### src/rtl/aes_pkg.sv
// Shared types and helpers for the AES plaintext unpadder: FSM states, the
// 16-byte block type, and the word-count / byte-enable rules for the final block.
package aes_pkg;

    localparam int AES_BLOCK_BYTES = 16;

    typedef enum logic [2:0] {IDLE, FILL, CHECK, EMIT, DONE} unpad_state_t;

    // Byte i of the block lives in element i, so a +:4 slice packs byte 4k at bits [7:0].
    typedef logic [AES_BLOCK_BYTES-1:0][7:0] aes_block_t;

    // Index of the last 32-bit word needed to carry 'keep' bytes (keep==0 still sends one word).
    function automatic logic [1:0] last_word_idx(input logic [4:0] keep);
        if (keep == 5'd0) return 2'd0;
        return 2'((keep - 5'd1) >> 2);
    endfunction

    // Byte enables of the final word of a message.
    function automatic logic [3:0] final_byteen(input logic [4:0] keep);
        if (keep == 5'd0) return 4'h0;
        case (keep[1:0])
            2'd1:    return 4'h1;
            2'd2:    return 4'h3;
            2'd3:    return 4'h7;
            default: return 4'hF;
        endcase
    endfunction

endpackage

### src/rtl/aes_pkcs7_check.sv
// Combinational PKCS#7 padding check of one 16-byte block: reports whether the
// padding is well formed and how many leading plaintext bytes to keep.
module aes_pkcs7_check
    import aes_pkg::*;
(
    input  aes_block_t  blk,
    output logic        pad_ok,
    output logic [4:0]  keep
);

    logic range_ok;

    always_comb begin
        // NOTE: every output gets a value before any conditional logic, so no latch is inferred.
        range_ok = (blk[15] >= 8'd1) && (blk[15] <= 8'd16);
        pad_ok   = range_ok;
        for (int i = 0; i < AES_BLOCK_BYTES; i++) begin
            if (range_ok && (i >= 16 - int'(blk[15])) && (blk[i] != blk[15])) pad_ok = 1'b0;
        end
        // A bad pad forwards the whole block; the host decides what to do with it.
        keep = pad_ok ? 5'(16 - int'(blk[15])) : 5'd16;
    end

endmodule

### src/rtl/aes_plaintext_unpad.sv
// Avalon-MM byte-write slave that gathers decrypted bytes into blocks, strips
// PKCS#7 padding from the final block, and streams 32-bit words with byte enables.
module aes_plaintext_unpad
    import aes_pkg::*;
#(
    parameter int BLK_CNT_W = 5,
    parameter int ADDR_W    = 32
) (
    input  logic                 clk,
    input  logic                 rst,
    input  logic                 cfg_start,
    input  logic [BLK_CNT_W-1:0] cfg_num_blocks,
    input  logic                 s_write,
    input  logic [ADDR_W-1:0]    s_address,
    input  logic [7:0]           s_writedata,
    output logic                 s_waitrequest,
    output logic                 out_valid,
    input  logic                 out_ready,
    output logic [31:0]          out_data,
    output logic [3:0]           out_byteen,
    output logic                 out_last,
    output logic                 busy,
    output logic                 done,
    output logic                 pad_error,
    output logic                 seq_error
);

    localparam int CNT_W = BLK_CNT_W + 4;

    unpad_state_t         state_q, state_d;
    aes_block_t           buf_q, buf_d;
    logic [CNT_W-1:0]     byte_cnt_q, byte_cnt_d;
    logic [BLK_CNT_W-1:0] num_blocks_q, num_blocks_d;
    logic [4:0]           keep_q, keep_d;
    logic [1:0]           word_q, word_d;
    logic                 last_blk_q, last_blk_d;
    logic                 out_valid_q, out_valid_d;
    logic [31:0]          out_data_q, out_data_d;
    logic [3:0]           out_byteen_q, out_byteen_d;
    logic                 out_last_q, out_last_d;
    logic                 done_q, done_d;
    logic                 pad_error_q, pad_error_d;
    logic                 seq_error_q, seq_error_d;

    logic       chk_ok;
    logic [4:0] chk_keep;
    logic       in_last_blk, load_word, clear_word, load_last_blk, final_word;
    logic [1:0] load_idx;
    logic [4:0] load_keep;

    aes_pkcs7_check u_check (
        .blk    (buf_q),
        .pad_ok (chk_ok),
        .keep   (chk_keep)
    );

    always_comb begin
        state_d      = state_q;
        buf_d        = buf_q;
        byte_cnt_d   = byte_cnt_q;
        num_blocks_d = num_blocks_q;
        keep_d       = keep_q;
        word_d       = word_q;
        last_blk_d   = last_blk_q;
        out_valid_d  = out_valid_q;
        out_data_d   = out_data_q;
        out_byteen_d = out_byteen_q;
        out_last_d   = out_last_q;
        done_d       = done_q;
        pad_error_d  = pad_error_q;
        seq_error_d  = seq_error_q;
        load_word     = 1'b0;
        clear_word    = 1'b0;
        load_idx      = 2'd0;
        load_keep     = keep_q;
        load_last_blk = last_blk_q;
        final_word    = 1'b0;
        in_last_blk   = (byte_cnt_q[CNT_W-1:4] == num_blocks_q - BLK_CNT_W'(1));

        case (state_q)
            IDLE, DONE: begin
                if (cfg_start) begin
                    num_blocks_d = cfg_num_blocks;
                    byte_cnt_d   = '0;
                    done_d       = 1'b0;
                    pad_error_d  = 1'b0;
                    seq_error_d  = 1'b0;
                    if (cfg_num_blocks == '0) begin
                        state_d     = DONE;
                        done_d      = 1'b1;
                        pad_error_d = 1'b1;
                    end else begin
                        state_d = FILL;
                    end
                end
            end
            FILL: begin
                if (s_write) begin
                    if (s_address == ADDR_W'(byte_cnt_q)) begin
                        buf_d[s_address[3:0]] = s_writedata;
                        byte_cnt_d            = byte_cnt_q + CNT_W'(1);
                        if (s_address[3:0] == 4'hF) begin
                            if (in_last_blk) begin
                                state_d = CHECK;
                            end else begin
                                // Word 0 is already in the buffer, so emission starts on this edge.
                                state_d       = EMIT;
                                keep_d        = 5'd16;
                                last_blk_d    = 1'b0;
                                word_d        = 2'd0;
                                load_word     = 1'b1;
                                load_keep     = 5'd16;
                                load_last_blk = 1'b0;
                            end
                        end
                    end else begin
                        seq_error_d = 1'b1;
                    end
                end
            end
            CHECK: begin
                state_d       = EMIT;
                keep_d        = chk_keep;
                last_blk_d    = 1'b1;
                word_d        = 2'd0;
                if (!chk_ok) pad_error_d = 1'b1;
                load_word     = 1'b1;
                load_keep     = chk_keep;
                load_last_blk = 1'b1;
            end
            EMIT: begin
                if (out_valid_q && out_ready) begin
                    if (out_last_q) begin
                        state_d    = DONE;
                        done_d     = 1'b1;
                        clear_word = 1'b1;
                    end else if (word_q == last_word_idx(keep_q)) begin
                        state_d    = FILL;
                        clear_word = 1'b1;
                    end else begin
                        word_d    = word_q + 2'd1;
                        load_word = 1'b1;
                        load_idx  = word_q + 2'd1;
                    end
                end
            end
            default: state_d = IDLE;
        endcase

        if (load_word) begin
            final_word   = load_last_blk && (load_idx == last_word_idx(load_keep));
            out_valid_d  = 1'b1;
            out_data_d   = buf_q[{load_idx, 2'b00} +: 4];
            out_byteen_d = final_word ? final_byteen(load_keep) : 4'hF;
            out_last_d   = final_word;
        end else if (clear_word) begin
            out_valid_d  = 1'b0;
            out_data_d   = '0;
            out_byteen_d = '0;
            out_last_d   = 1'b0;
        end
    end

    // NOTE: non-blocking assignments, so every flop samples the pre-edge value of the others.
    always_ff @(posedge clk or posedge rst) begin
        if (rst) begin
            state_q      <= IDLE;
            // NOTE: the block buffer is a plain register array, so it is cleared with everything else.
            buf_q        <= '0;
            byte_cnt_q   <= '0;
            num_blocks_q <= '0;
            keep_q       <= '0;
            word_q       <= '0;
            last_blk_q   <= 1'b0;
            out_valid_q  <= 1'b0;
            out_data_q   <= '0;
            out_byteen_q <= '0;
            out_last_q   <= 1'b0;
            done_q       <= 1'b0;
            pad_error_q  <= 1'b0;
            seq_error_q  <= 1'b0;
        end else begin
            state_q      <= state_d;
            buf_q        <= buf_d;
            byte_cnt_q   <= byte_cnt_d;
            num_blocks_q <= num_blocks_d;
            keep_q       <= keep_d;
            word_q       <= word_d;
            last_blk_q   <= last_blk_d;
            out_valid_q  <= out_valid_d;
            out_data_q   <= out_data_d;
            out_byteen_q <= out_byteen_d;
            out_last_q   <= out_last_d;
            done_q       <= done_d;
            pad_error_q  <= pad_error_d;
            seq_error_q  <= seq_error_d;
        end
    end

    assign s_waitrequest = (state_q != FILL);
    assign busy          = (state_q == FILL) || (state_q == CHECK) || (state_q == EMIT);
    assign out_valid     = out_valid_q;
    assign out_data      = out_data_q;
    assign out_byteen    = out_byteen_q;
    assign out_last      = out_last_q;
    assign done          = done_q;
    assign pad_error     = pad_error_q;
    assign seq_error     = seq_error_q;

endmodule

### config.mk
export PLATFORM = sky130hd
export DESIGN_NAME = aes_plaintext_unpad
export DESIGN_NICKNAME = d
export VERILOG_FILES = /design/src/rtl/aes_pkg.sv /design/src/rtl/aes_pkcs7_check.sv /design/src/rtl/aes_plaintext_unpad.sv
export SDC_FILE = /design/constraint.sdc
export NUM_CORES = 1
export LEC_CHECK = 0
export CORE_MARGIN = 3
export CORE_UTILIZATION = 59
export DETAILED_ROUTE_END_ITERATION = 16
export GPL_TIMING_DRIVEN = 0
export PLACE_DENSITY_LB_ADDON = 0.3
export REMOVE_ABC_BUFFERS = 1
export SYNTH_ARGS = -nofsm -noshare
export SYNTH_HDL_FRONTEND = slang
export SYNTH_SLANG_ARGS = --single-unit
### constraint.sdc
create_clock -name clk -period 7.9 [get_ports clk]
set_input_delay 0.79 -clock clk [delete_from_list [all_inputs] [get_ports clk]]
set_output_delay 0.79 -clock clk [all_outputs]
set_load 0.005 [all_outputs]
==> results.env, run 1 <==
RUN_STATUS='finished, final reports clean'
ANTENNA_VIOLATING_NETS_POST_ROUTE=0
SYNTH_TOP_FLOP_CELL='sky130_fd_sc_hd__dfrtp_1'
ARRIVAL_NS=5.64
POST_CTS_BUFFERS=0
SYNTH_SEQ_AREA_SHARE=0.4401
CLKLATENCYLATEPIN_NS=0.44
DIE_WIDTH_UM=142.7
CRITICAL_PATH_REQUIRED_NS=8.23
DIODES=0
PORT_BUF_INSERTS=92
BUFFER_TYPE_AT_THE_CLOCK_TREE_ROOT='sky130_fd_sc_hd__clkbuf_16'
POST-ROUTE-UTIL=0.6912
CRITPATHLAUNCHTYPE='flop'
YS_ASYNC_SR_FRACTION=1.000
GR-USAGE-ALL-LAYERS=0.2743
SYNTHESIS.YOSYS.WARNINGS=0
CTS_HTREE_LEVELS=4
POSTSYNTHREGISTERBITS=194
SLEW_HEADROOM=0.1279
FINALNETCOUNT=1043
FINAL-MAX-SLEW-VIOLATION-COUNT=0
FILL_CELLS=1345
SHARE_OF_POST_ROUTE_CELLS_WITH_DRIVE_STRENGTH_ABOVE_1=0.2189
VIA_COUNT_OF_THE_FIRST_GLOBAL_ROUTING_PASS=7907
POST_SYNTH_NUM_CELL_TYPES=67
DETAIL_ROUTE.VIAS_PER_CELL=6.278
DRT-INITIAL-DRC-COUNT=556
CLK_PIN_SLEW_WORST_PATHS_NS=0.07
FINALWIRELENGTH_UM=27380
POWER.DENSITY_CELL_AREA_mW_PER_MM2=165.7
GLOBAL_ROUTE_WIRE_LENGTH_BEFORE_REPAIR_UM=43470
REGAREA_MM2=0.004860
CRIT_PATH_END_KIND='flop'
RSZ0062_AT_GRT='false'
PLACEMENTROWS=49
REPORT.FINAL.SETUP_VIOL=0
MAX-CLOCK-PATH-BUFFERS=2
FINAL-HOLD-VIOLATION-COUNT=0
TRITONCTS_CLOCK_TREE='yes'
PLACEABLECOREAREA_MM2=0.01815
POST_CTS_HOLD_BUFFER_COUNT=0
WORSTSETUPPATHTYPE='flop to flop'
LEAKAGE_nW=5.958
DR.PASS1.ITERS=7
CTS-BUFFERS-INSERTED=17
WORST_CLOCK_SKEW_NS=0.007357
SETUP_TOTAL_NEGATIVE_SLACK_NS=0
SYNTHESIS.AREA_MM2=0.01103
POST_DRT_WL_PER_CELL_UM=22.35
IOS=93
AVGSYNTHCELLAREA_UM2=11.81
MAX_FREQ_GHz=0.1881
GRT_MAX_DEGREE=115
POSTSYNTHCELLCOUNT=934
DP_HPWL_UM=18220
POST-ROUTE-MIN-PERIOD_NS=5.317
POSTCTSRESIZEDCELLS=0
CAP_VIOLATIONS=0
GLOBAL_ROUTE.OVERFLOW_TOTAL=0
ROUTED-VIA-COUNT=7690
VERTICAL_DIE_DIMENSION_UM=142.7
NUMCLOCKSINKS=194
GLOBALPLACE.CONGESTION=0.9296
DIE-AREA_MM2=0.02037
ANTENNA_VIOLATIONS_BEFORE_REPAIR=0
IR_WORST_VDD_mV=0.1468
TIGHTESTPINTRANSITION_NS=1.308
MULTI_INPUT_AREA_MM2=0.005727
CP_MAX_FO=26
FLOW.AREA_GROWTH_FROM_SYNTHESIS_PCT=13.71
POST_DETAILED_ROUTE_DRC_MARKER_COUNT=0
INITIAL_UTILIZATION=0.6078
LAYOUT_WORST_PATH_CYCLE_SHARE=0.6731
NUMBER_OF_ENABLE_FLIP_FLOP_CELLS_AFTER_SYNTHESIS=0
HOLD_PATH_CLASS='flop to flop'
==> registers in the layout, summed over array words and instances (netlist names) <==
name	count
last_blk_q	1
out_last	1
num_blocks_q	5
pad_error	1
out_byteen	4
done	1
seq_error	1
buf_q	128
byte_cnt_q	9
out_valid	1
keep_q	5
state_q	3
word_q	2
out_data	32
==> cells in the final DEF, fill, tap and decap left out, drive strengths merged, types with 5 or more instances in the layout <==
| cell type | instances |
|---|---|
| nor3b | 6 |
| clkdlybuf4s50 | 92 |
| a21oi | 18 |
| a31oi | 6 |
| a22o | 35 |
| o21ai | 22 |
| o211ai | 7 |
| a22oi | 5 |
| or3 | 7 |
| mux4 | 31 |
| inv | 28 |
| dfrtp | 194 |
| xor2 | 68 |
| clkbuf | 18 |
| nand2b | 7 |
| mux2 | 132 |
| nor4 | 24 |
| ha | 10 |
| nor3 | 11 |
| nand2 | 44 |
| and3 | 5 |
| nor2 | 38 |
| nor2b | 10 |
| xnor2 | 78 |
| nand4 | 29 |
| nand3 | 11 |
==> power breakdown <==
part	switching [mW]	total, mW	internal [mW]
logic	0.0698	0.131	0.0614
registers	0.0132	1.02	1.01
clock network	0.416	0.926	0.510
total	0.499	2.08	1.58
==> worst max-delay path, cell delays in order (launching register included) <==
cell and delay (ns):
sky130_fd_sc_hd__dfrtp_1 1.22, sky130_fd_sc_hd__inv_1 0.27, sky130_fd_sc_hd__ha_1 0.43, sky130_fd_sc_hd__nor2b_1 0.25
sky130_fd_sc_hd__a32oi_1 0.24, sky130_fd_sc_hd__nor2_1 0.10, sky130_fd_sc_hd__o311ai_1 0.40, sky130_fd_sc_hd__nor4_1 0.12
sky130_fd_sc_hd__and4_1 0.31, sky130_fd_sc_hd__a22oi_1 0.28, sky130_fd_sc_hd__ha_1 0.28, sky130_fd_sc_hd__nor2b_1 0.21
sky130_fd_sc_hd__nand3_1 0.09, sky130_fd_sc_hd__o21ai_1 0.23, sky130_fd_sc_hd__mux2i_1 0.11, sky130_fd_sc_hd__o32a_2 0.46
sky130_fd_sc_hd__a22o_1 0.19
==> per-layer routing <==
metal,track usage,vias to the layer above,routed length (um)
li1,-,3505,-
met1,0.3764,3945,11920
met2,0.4518,214,13490
met3,0.06162,26,1565
met4,0.06153,0,401
met5,0,-,0
==> area by class of cell <==
| cell class | instances | area share |
|---|---|---|
| Tap cell | 229 | 0.02284 |
| Inverter | 20 | 0.006584 |
| Clock inverter | 14 | 0.01516 |
| Multi-Input combinational cell | 656 | 0.4566 |
| Timing Repair Buffer | 94 | 0.07721 |
| Clock buffer | 18 | 0.03421 |
| Sequential cell | 194 | 0.3874 |
==> synthesized netlist by cell type, types with 11 or more instances <==
library cell,count,share of area
sky130_fd_sc_hd__xor2_1,68,0.054
sky130_fd_sc_hd__a22o_1,35,0.028
sky130_fd_sc_hd__clkbuf_1,30,0.010
sky130_fd_sc_hd__inv_1,20,0.0068
sky130_fd_sc_hd__nand3_1,11,0.0050
sky130_fd_sc_hd__nand4_1,29,0.016
sky130_fd_sc_hd__nor2_1,38,0.013
sky130_fd_sc_hd__nor4_1,21,0.012
sky130_fd_sc_hd__nand2_1,44,0.015
sky130_fd_sc_hd__dfrtp_1,194,0.44
sky130_fd_sc_hd__mux2_2,132,0.13
sky130_fd_sc_hd__mux4_2,31,0.063
sky130_fd_sc_hd__xnor2_1,78,0.062
sky130_fd_sc_hd__a21oi_1,18,0.0082
sky130_fd_sc_hd__o21ai_0,19,0.0086
==> cells by family after synthesis <==
| family | share of synthesized area |
|---|---|
| compound gates | 0.08314 |
| xor+xnor | 0.1159 |
| fa+ha+maj | 0.01134 |
| buf+inv | 0.04129 |
| flops | 0.4401 |
| mux | 0.2017 |
| simple gates | 0.1065 |
==> worst paths after layout <==
kind                       startpoint               to  slack, ns  cells past startpoint
max in group asynchronous         rst       buf_q[124]       6.12                      3
setup / recovery           buf_q[121]         out_last       2.58                     16
min in group asynchronous         rst  num_blocks_q[2]       0.79                      2
hold reg to reg                  done             done       0.50                      2
hold / removal                   done             done       0.50                      2
setup reg to reg           buf_q[121]         out_last       2.58                     16
==> through the flow <==
step	hold WS (ns)	power [mW]	instance area (um2)	worst slack [ns]	instances
4_1_cts	0.5042	2.083	12540	2.550	1225
5_1_grt	0.5155	2.136	12540	2.331	1225
6_report	0.5020	2.078	12540	2.583	1225
3_3_place_gp	0.4758	1.166	11860	-0.8275	1191
3_5_place_dp	0.4870	1.172	11920	2.559	1193
2_1_floorplan	0.4543	1.103	10650	1.826	870
Note: power is estimated with default switching activity, not from simulation.
==> run 2: changes to the inputs <==
==> constraint.sdc (replaced) <==
create_clock -name clk -period 5.5 [get_ports clk]
set_input_delay 0.55 -clock clk [delete_from_list [all_inputs] [get_ports clk]]
set_output_delay 0.55 -clock clk [all_outputs]
set_load 0.005 [all_outputs]
==> results.env, run 2 (synthesized netlist as in run 1, its figures left out) <==
FLOW.AREA_GROWTH_FROM_SYNTHESIS_PCT=13.72  # about the same
DIE-AREA_MM2=0.02037  # unchanged
POST_DETAILED_ROUTE_DRC_MARKER_COUNT=0  # unchanged
DP_CELLS=1193  # unchanged
CRITPATHLAUNCHTYPE='flop'
FINISH.INSTANCE_AREA_MM2=0.01254  # about the same
INITIAL_UTILIZATION=0.6078  # unchanged
SLEW_HEADROOM=0.1822  # +0.05421
RUN_STATUS='finished, final reports clean'
CRITICAL_PATH_REQUIRED_NS=5.83  # -2.40 ns
GLOBAL_ROUTE.OVERFLOW_TOTAL=0  # unchanged
GLOBAL_ROUTE_WIRE_LENGTH_BEFORE_REPAIR_UM=43470  # unchanged
CAP_VIOLATIONS=0  # unchanged
SETUP_WS_FINAL_NS=0.5729  # -2.010 ns
POWER_FRAC_SEQ=0.491  # about the same
VIA_COUNT_OF_THE_FIRST_GLOBAL_ROUTING_PASS=7907  # unchanged
CTS-BUFFERS-INSERTED=17  # unchanged
GR-USAGE-ALL-LAYERS=0.2743  # unchanged
VERTICAL_DIE_DIMENSION_UM=142.7  # unchanged
POWER.DENSITY_CELL_AREA_mW_PER_MM2=237.9  # +44%
TOTALPOWERFINAL_mW=2.984  # +44%
RSZ0062_AT_GRT='false'
POST_DP_CELL_AREA_MM2=0.01192  # unchanged
DR.PASS1.ITERS=5  # -2
CLK_PIN_SLEW_WORST_PATHS_NS=0.07  # about the same
MAX_FREQ_GHz=0.2030  # +7.9%
TRITONCTS_CLOCK_TREE='yes'
POWER_FRAC_COMB=0.063  # about the same
ROUTED-VIA-COUNT=7697  # +0.091%
DIODES=0  # unchanged
BUFFER_TYPE_AT_THE_CLOCK_TREE_ROOT='sky130_fd_sc_hd__clkbuf_16'
HOLD_PATH_CLASS='flop to flop'
IR_WORST_VDD_mV=0.2112  # +44%
WORST_CLOCK_SKEW_NS=0.009286  # +0.001930 ns
IOS=93  # unchanged
PLACEMENTROWS=49  # unchanged
ARRIVAL_NS=5.25  # -0.39 ns
POWER_SWITCHING_SHARE=0.2400  # about the same
GRT_MAX_DEGREE=115  # unchanged
DRT-INITIAL-DRC-COUNT=582  # +4.7%
REPORT.FINAL.SETUP_VIOL=0  # unchanged
ANTENNA_VIOLATING_NETS_POST_ROUTE=0  # unchanged
GLOBALPLACE.CONGESTION=0.9296  # unchanged
DETAIL_ROUTE.VIAS_PER_CELL=6.283  # about the same
LARGEST_REGISTER_FF_COUNT=128  # unchanged
INTERNAL_POWER_mW=2.268  # +44%
SWITCHINGPOWER_mW=0.7161  # +44%
CP_MAX_FO=30  # +15%
MOSTFREQUENTLAYOUTCELLS='sky130_fd_sc_hd__dfrtp_1 (189), sky130_fd_sc_hd__mux2_2 (132), sky130_fd_sc_hd__clkdlybuf4s50_1 (92), sky130_fd_sc_hd__xnor2_1 (78), sky130_fd_sc_hd__xor2_1 (68)'
FILL_CELLS=1344  # -0.074%
LAYOUT_WORST_PATH_CYCLE_SHARE=0.8958  # +0.2228
DP_HPWL_UM=18220  # unchanged
MOSTFREQUENTLAYOUTCELL='sky130_fd_sc_hd__dfrtp_1'
WORSTSETUPPATHTYPE='flop to flop'
LEAKAGE_nW=5.956  # about the same
MAX-CLOCK-PATH-BUFFERS=2  # unchanged
POST-ROUTE-MIN-PERIOD_NS=4.927  # -0.3901 ns
NUMCLOCKSINKS=194  # unchanged
DP_WORST_SETUP_SLACK_NS=0.1590  # -2.400 ns
FINALNETCOUNT=1043  # unchanged
DIE_WIDTH_UM=142.7  # unchanged
TIGHTESTPINTRANSITION_NS=1.227  # -0.08131 ns
FINAL-MAX-SLEW-VIOLATION-COUNT=0  # unchanged
PLACEABLECOREAREA_MM2=0.01815  # unchanged
TOP_REGISTER='buf_q'
FINAL-HOLD-VIOLATION-COUNT=0  # unchanged
POST_DRT_WL_PER_CELL_UM=22.35  # about the same
CRIT_PATH_END_KIND='flop'
LAYOUTNONFILLERINSTCOUNT=1225  # unchanged
SHARE_OF_POST_ROUTE_CELLS_WITH_DRIVE_STRENGTH_ABOVE_1=0.2199  # +0.001004
ANTENNA_VIOLATIONS_BEFORE_REPAIR=0  # unchanged
PORT_BUF_INSERTS=92  # unchanged
POST-ROUTE-UTIL=0.6913  # about the same
CTS_HTREE_LEVELS=4  # unchanged
FINALWIRELENGTH_UM=27380  # about the same
CLKLATENCYLATEPIN_NS=0.44  # about the same
POWER.SHARE.CLOCK=0.446  # about the same
-- run 2: cell counts in the layout (fill, tap and decap cells not counted) --
No cell type changed its count.
-- run 2: through the flow --
stage | TNS [ns] | hold WS (ns)
floorplan | -64.78 | 0.4543
global placement | -576.38 | 0.4758
detailed placement | 0 | 0.4870
finish | 0 | 0.5021
global route | 0 | 0.5155
CTS | 0 | 0.5042
-- run 2: final timing paths --
| kind | slack, ns | startpoint | cells after the start | end |
|---|---|---|---|---|
| max | 0.57 | buf_q[120] | 16 | out_last |
| min in group asynchronous | 0.55 | rst | 2 | num_blocks_q[2] |
| min reg2reg | 0.50 | done | 2 | done |
| min | 0.50 | done | 2 | done |
| max reg2reg | 0.57 | buf_q[120] | 16 | out_last |
| max in group asynchronous | 3.97 | rst | 3 | buf_q[124] |
-- run 2: what timing repair did --
item,CTS,global route
setup endpoints to repair,0,3
setup buffers,0,0
resized for setup,0,1
hold buffers,0,0
-- run 2: routing by layer --
metal,routed length (um),global-route usage
met2,13450,0.4518
met1,11850,0.3764
met4,404,0.06153
met5,0,0
met3,1683,0.06162
-- run 2: layout make-up --
cell class                      instances  area [um2]  area share
Sequential cell                       194        4861      0.3875
Clock buffer                           18       429.2     0.03421
Timing Repair Buffer                   94       968.4     0.07720
Clock inverter                         14       190.2     0.01516
Multi-Input combinational cell        656        5727      0.4565
Tap cell                              229       286.5     0.02284
Inverter                               20       82.58    0.006583
-- run 2: power groups by stage --
stage	combinational, mW	clock (mW)	sequential [mW]
after floorplan	0.0943	0	1.49
final	0.189	1.33	1.47
after detailed placement	0.190	0	1.49
after CTS	0.191	1.34	1.47
after global placement	0.183	0	1.49
after global routing	0.208	1.39	1.47
-- run 2: worst max-delay path, stage by stage (launching register included) --
cell	delay (ns)
sky130_fd_sc_hd__dfrtp_2	0.91
sky130_fd_sc_hd__inv_1	0.20
sky130_fd_sc_hd__ha_1	0.40
sky130_fd_sc_hd__nor2b_1	0.25
sky130_fd_sc_hd__a32oi_1	0.24
sky130_fd_sc_hd__nor2_1	0.10
sky130_fd_sc_hd__o311ai_1	0.40
sky130_fd_sc_hd__nor4_1	0.12
sky130_fd_sc_hd__and4_1	0.32
sky130_fd_sc_hd__a22oi_1	0.29
sky130_fd_sc_hd__ha_1	0.28
sky130_fd_sc_hd__nor2b_1	0.21
sky130_fd_sc_hd__nand3_1	0.09
sky130_fd_sc_hd__o21ai_1	0.23
sky130_fd_sc_hd__mux2i_1	0.11
sky130_fd_sc_hd__o32a_2	0.46
sky130_fd_sc_hd__a22o_1	0.19
